<file path="src/rtl/act_lut_pkg.sv">
// Shared activation-LUT parameters and loader state enumeration.
// With ACT_LUT_CHECKSUM_EN defined the CHECK state exists for the checksum beat.
package act_lut_pkg;

  localparam int DATA_W  = 8;
  localparam int ADDR_W  = 4;
  localparam int ENTRIES = 2 ** ADDR_W;

`ifdef ACT_LUT_CHECKSUM_EN
  typedef enum logic [1:0] {
    IDLE  = 2'd0,
    LOAD  = 2'd1,
    CHECK = 2'd2,
    DONE  = 2'd3
  } lut_state_t;
`else
  typedef enum logic [1:0] {
    IDLE  = 2'd0,
    LOAD  = 2'd1,
    DONE  = 2'd3
  } lut_state_t;
`endif

endpackage

</file>
<file path="src/rtl/act_lut_loader_if.sv">
// Valid/ready load stream carrying table entries (and the optional checksum beat).
interface act_lut_loader_if #(
  parameter int DATA_W = act_lut_pkg::DATA_W
);
  logic                     in_valid;
  logic signed [DATA_W-1:0] in_data;
  logic                     in_ready;

  modport master (output in_valid, output in_data, input in_ready);
  modport slave  (input in_valid, input in_data, output in_ready);
endinterface

</file>
<file path="src/rtl/act_lut_regfile.sv">
// ENTRIES x DATA_W table: one synchronous write port, two combinational reads, async clear.
module act_lut_regfile #(
  parameter int DATA_W = act_lut_pkg::DATA_W,
  parameter int ADDR_W = act_lut_pkg::ADDR_W
) (
  input  logic              clk,
  input  logic              rst,
  input  logic              we,
  input  logic [ADDR_W-1:0] waddr,
  input  logic [DATA_W-1:0] wdata,
  input  logic [ADDR_W-1:0] raddr_a,
  output logic [DATA_W-1:0] rdata_a,
  input  logic [ADDR_W-1:0] raddr_b,
  output logic [DATA_W-1:0] rdata_b
);

  logic [DATA_W-1:0] mem [2**ADDR_W];

  always_ff @(posedge clk or posedge rst) begin
    if (rst) begin
      for (int i = 0; i < 2**ADDR_W; i++) mem[i] <= '0;
    end else if (we) begin
      mem[waddr] <= wdata;
    end
  end

  assign rdata_a = mem[raddr_a];
  assign rdata_b = mem[raddr_b];

endmodule

</file>
<file path="src/rtl/act_lut_loader.sv">
// Streams ENTRIES signed beats into the activation LUT and serves base/next lookups.
// Define ACT_LUT_CHECKSUM_EN to require a trailing mod-2**DATA_W checksum beat (adds load_err).
module act_lut_loader #(
  parameter int DATA_W = act_lut_pkg::DATA_W,
  parameter int ADDR_W = act_lut_pkg::ADDR_W
) (
  input  logic                     clk,
  input  logic                     rst,
  input  logic                     start,
  act_lut_loader_if.slave          ld,
  input  logic [ADDR_W-1:0]        address,
  output logic signed [DATA_W-1:0] base,
  output logic signed [DATA_W-1:0] next_data,
  output logic                     busy,
`ifdef ACT_LUT_CHECKSUM_EN
  output logic                     load_err,
`endif
  output logic                     table_valid
);
  import act_lut_pkg::*;

  lut_state_t        state, next_state;
  logic [ADDR_W-1:0] index;
  logic [ADDR_W-1:0] next_addr;
  logic [DATA_W-1:0] rd_base, rd_next;
  logic              accept;
  logic              last_entry;
  logic              wr_en;

  assign busy        = (state != IDLE) && (state != DONE);
  assign ld.in_ready = busy;
  assign accept      = ld.in_valid && ld.in_ready;
  assign last_entry  = &index;
  assign table_valid = (state == DONE);
  // start wins over a coincident beat, so the beat must not reach the table
  assign wr_en       = (state == LOAD) && accept && !start;

`ifdef ACT_LUT_CHECKSUM_EN
  logic [DATA_W-1:0] acc;
  logic              sum_ok;
  assign sum_ok = (ld.in_data == acc);
`endif

  always_comb begin
    next_state = state;
    case (state)
      IDLE: next_state = IDLE;
      LOAD: begin
        if (accept && last_entry) begin
`ifdef ACT_LUT_CHECKSUM_EN
          next_state = CHECK;
`else
          next_state = DONE;
`endif
        end
      end
`ifdef ACT_LUT_CHECKSUM_EN
      CHECK: if (accept) next_state = sum_ok ? DONE : IDLE;
`endif
      DONE:    next_state = DONE;
      default: next_state = IDLE;
    endcase
    if (start) next_state = LOAD;
  end

  always_ff @(posedge clk or posedge rst) begin
    if (rst) begin
      state <= IDLE;
      index <= '0;
    end else begin
      state <= next_state;
      if (start)      index <= '0;
      else if (wr_en) index <= index + ADDR_W'(1);
    end
  end

`ifdef ACT_LUT_CHECKSUM_EN
  always_ff @(posedge clk or posedge rst) begin
    if (rst) begin
      acc      <= '0;
      load_err <= 1'b0;
    end else if (start) begin
      acc      <= '0;
      load_err <= 1'b0;
    end else if (wr_en) begin
      acc <= acc + ld.in_data;
    end else if ((state == CHECK) && accept && !sum_ok) begin
      load_err <= 1'b1;
    end
  end
`endif

  // The last entry has no successor, so next_data repeats it.
  assign next_addr = last_addr(address) ? address : address + ADDR_W'(1);

  function automatic logic last_addr(input logic [ADDR_W-1:0] a);
    return &a;
  endfunction

  act_lut_regfile #(
    .DATA_W (DATA_W),
    .ADDR_W (ADDR_W)
  ) u_regfile (
    .clk     (clk),
    .rst     (rst),
    .we      (wr_en),
    .waddr   (index),
    .wdata   (ld.in_data),
    .raddr_a (address),
    .rdata_a (rd_base),
    .raddr_b (next_addr),
    .rdata_b (rd_next)
  );

  assign base      = table_valid ? rd_base : '0;
  assign next_data = table_valid ? rd_next : '0;

endmodule

</file>
<file path="src/flat_wrapper.sv">
// flat-port wrapper written by rule: the top's interface ports become plain ports
module act_lut_loader_flat import act_lut_pkg::*;
#(
  parameter int DATA_W = act_lut_pkg::DATA_W,
  parameter int ADDR_W = act_lut_pkg::ADDR_W
)
  (clk, rst, start, address, base, next_data, busy, table_valid, ld_in_valid, ld_in_data, ld_in_ready);
  act_lut_loader_if #(.DATA_W(DATA_W)) ld_i ();
  input  logic clk;
  input  logic rst;
  input  logic start;
  input  logic [ADDR_W-1:0] address;
  output logic signed [DATA_W-1:0] base;
  output logic signed [DATA_W-1:0] next_data;
  output logic busy;
  output logic table_valid;
  input wire logic [$bits(ld_i.in_valid)-1:0] ld_in_valid;
  input wire logic [$bits(ld_i.in_data)-1:0] ld_in_data;
  output wire logic [$bits(ld_i.in_ready)-1:0] ld_in_ready;
  assign ld_i.in_valid = ld_in_valid;
  assign ld_i.in_data = ld_in_data;
  assign ld_in_ready = ld_i.in_ready;
  act_lut_loader #(.DATA_W(DATA_W), .ADDR_W(ADDR_W)) u_core (.clk(clk), .rst(rst), .start(start), .ld(ld_i), .address(address), .base(base), .next_data(next_data), .busy(busy), .table_valid(table_valid));
endmodule
</file>
<file path="config.mk">
export PLATFORM = sky130hd
export DESIGN_NAME = act_lut_loader_flat
export DESIGN_NICKNAME = d
export VERILOG_FILES = /design/src/rtl/act_lut_pkg.sv /design/src/rtl/act_lut_loader_if.sv /design/src/rtl/act_lut_regfile.sv /design/src/rtl/act_lut_loader.sv /design/src/flat_wrapper.sv
export SDC_FILE = /design/constraint.sdc
export NUM_CORES = 1
export LEC_CHECK = 0
export ABC_AREA = 0
export CAP_MARGIN = 40
export CORE_MARGIN = 2
export CORE_UTILIZATION = 40
export DETAILED_ROUTE_END_ITERATION = 10
export GPL_TIMING_DRIVEN = 0
export PLACE_DENSITY_LB_ADDON = 0.3
export SYNTH_ARGS = -nofsm -noshare
export SYNTH_HDL_FRONTEND = slang
export SYNTH_HIERARCHICAL = 1
export SYNTH_SLANG_ARGS = --single-unit
</file>
<file path="constraint.sdc">
create_clock -name clk -period 4.4 [get_ports clk]
set_input_delay 0.88 -clock clk [delete_from_list [all_inputs] [get_ports clk]]
set_output_delay 0.88 -clock clk [all_outputs]
set_load 0.05 [all_outputs]
</file>
==> run_results.csv <==
group,metric,value,unit
cts,cts_tree,"done",
cts,root_buffer,"clkbuf_16",
synth,yosys_warnings,6,
sta,finalCritPeriodShare,0.965,
floorplanning,start_util,0.407,
final_layout,insertedDiodeCount,0,
final_layout,final_cell_mix,"dfrtp_1 (134), mux2_2 (129), mux4_2 (64), a22oi_1 (25), nand2_1 (20)",
final_layout,ff_latch_area,3350,sq um
sta,finalSetupViolations,0,
power_and_ir_drop,power_density,413,nW/um^2
final_layout,nets,578,
drt,ant_nets,0,
global_route,antenna_found_initial,0,
cts,cts_hold_buf,0,
global_route,grt_pass1_vias,4935,
drt,firstDrtPassIters,5,
synth,synth_edf_count,0,
floorplanning,core,17900,sq um
cts,clk_pin_slew_worst_paths,0.06,ns
worst_setup_path,start_kind,"input pin",
final_layout,multi_input_area,3790,sq um
synth,ys_ff_latch,134,
cts,cts_sinks,134,
outcome,status,"finished clean",
worst_setup_path,crit_type,"input pin to output pin",
sta,worstMarginPinSlew,0.905,ns
min_path,hp-class,"register to register",
global_route,grt_usage,0.203,
power_and_ir_drop,peakVddDrop,0.308,mV
synth,synth.cell_area,7290,sq um
final_layout,fillCellCount,1579,
sta,slew_headroom,0.394,
power_and_ir_drop,power.leakage,3.93,nW
worst_setup_path,critical_path.max_fanout,10,
drt,first_iter_violations,576,
place,io_buffers,33,
global_route,grt_pass1_wl,29.4,mm
worst_setup_path,endpoint_kind,"output pin",
drt,route.detailed.drc,0,
synth,ys.flop_type,"dfrtp_1",
floorplanning,fp-row-count,49,
cts,insertion_delay,0.41,ns
place,dpl_worst_slack,-1.10,ns
sta,drv_slew,0,
sta,hold_violations,0,
sta,min_period,4.24,ns
final_layout,drive_gt1_frac,0.475,
cts,htree_levels,4,
synth,synth_area_per_cell,14.5,sq um
place,place_hpwl,13.0,mm
sta,fmax,236,MHz
final_layout,fin_util,0.481,
worst_setup_path,arrival,3.36,ns
final_layout,layout_commonest_cell,"dfrtp_1",
sta,skew,0.00699,ns
drt,viasPerCell,5.93,
final_layout,syn_to_final_growth,18.0,%
floorplanning,ios,35,
floorplanning,die_h,139,um
global_route,grt_max_degree,95,
floorplanning,die_w,139,um
synth,async_flop_share,1.00,
sta,fin_hold_ws,0.525,ns
place,gp_congestion,0.830,
synth,synth_cell_types,36,
global_route,overflow,0,
drt,routed_wl,18.9,mm
job,drv_cap,0,
worst_setup_path,critPathRequiredTime,3.52,ns
drt,dr_total_vias,4729,
cts,clockBufferDepth,2,
floorplanning,die-area,19300,sq um
sta,grt_setup_unrepaired,"no",
synth,synth_seq_area_share,0.460,
synth,syn_inst,502,
synth,syn_nets,522,
cts,cts_buffers,17,
sta,setup_slack,0.155,ns
drt,wl_per_cell,23.7,um
## registers in the layout, indices dropped and copies added (netlist names)
signal	cells
u_core/u_regfile/mem	128
u_core/state	2
u_core/index	4
## worst max-delay path: stages
cell and delay [ns]:
clkdlybuf4s50_1 0.56, nand3_1 0.14, xor2_1 0.15, buf_4 0.20, buf_12 0.18, mux4_2 0.52, a22oi_2 0.28, nand2_1 0.10
and2_1 0.17, buf_4 0.18
## synth_stat cells, types with 4 or more instances
master	instances	area [sq um]
mux2_2	129	1450
a22oi_1	32	240
mux4_2	64	1440
nand2_1	20	75.1
ha_1	4	50.1
nor2_2	4	25.0
nor2_1	9	33.8
inv_1	6	22.5
nor2b_1	5	31.3
clkbuf_1	18	67.6
and2_1	18	113
nand3_1	8	40.0
buf_1	4	15.0
dfrtp_1	134	3350
buf_2	15	75.1
## where the power goes
group / internal (mW) / switching, mW
logic: 0.332 / 0.379
registers: 1.35 / 0.0931
clock network: 0.915 / 0.488
## logic make-up (layout without fill, tap and decap cells)
| family | after synthesis | after routing | share of synthesized area |
|---|---|---|---|
| AO/OA/AOI/OAI | 37 | 37 | 0.0374 |
| XOR/XNOR | 3 | 3 | 0.00360 |
| adder cells (fa/ha/maj) | 4 | 4 | 0.00686 |
| buffers and inverters | 44 | 110 | 0.0257 |
| flip-flops | 134 | 134 | 0.460 |
| multiplexers | 194 | 194 | 0.398 |
| AND/OR/NAND/NOR | 86 | 86 | 0.0683 |
## worst paths after layout
| check | from | slack [ns] | to | cells after the start |
|---|---|---|---|---|
| max | address[3] | 0.16 | next_data[2] | 10 |
| min | u_core/u_regfile/mem[23]$_DFFE_PP0P_ | 0.52 | u_core/u_regfile/mem[23]$_DFFE_PP0P_ | 1 |
| min reg2reg | u_core/u_regfile/mem[23]$_DFFE_PP0P_ | 0.52 | u_core/u_regfile/mem[23]$_DFFE_PP0P_ | 1 |
| max reg2reg | u_core/state[0]$_DFFE_PP0P_ | 1.71 | u_core/u_regfile/mem[38]$_DFFE_PP0P_ | 6 |
| max in group asynchronous | rst | 2.76 | u_core/u_regfile/mem[116]$_DFFE_PP0P_ | 3 |
| min in group asynchronous | rst | 0.82 | u_core/index[2]$_DFFE_PP0P_ | 2 |
## per-layer routing
layer	track usage	vias to the layer above	wire, um
li1	-	2036	-
met1	0.269	2483	7960
met2	0.334	181	9460
met3	0.0435	29	1110
met4	0.0691	0	377
met5	0	-	0
## metrics by stage
stage | total power [mW] | std cells | setup TNS (ns) | cell area [sq um]
global route | 3.71 | 797 | 0 | 8600
CTS | 3.58 | 797 | -0.136 | 8610
detailed placement | 2.16 | 766 | -10.73 | 7950
floorplan | 1.94 | 502 | 0 | 7290
global placement | 2.12 | 764 | -207.41 | 7910
finish | 3.56 | 797 | 0 | 8600
## area by class of cell
type,count,area share
plain buffers,38,0.0269
clock buffers,26,0.0603
clock inverters,3,0.00756
inverters,6,0.00320
multi-input cells,324,0.440
flip-flops and latches,134,0.390
well taps,229,0.0333
repair buffers,37,0.0387
## repair_timing
item,CTS,global route
gates cloned,0,0
setup endpoints to repair,16,13
resized for setup,78,6
pin swaps,1,2
setup buffers,2,0
Power figures use the tool's default switching activity.
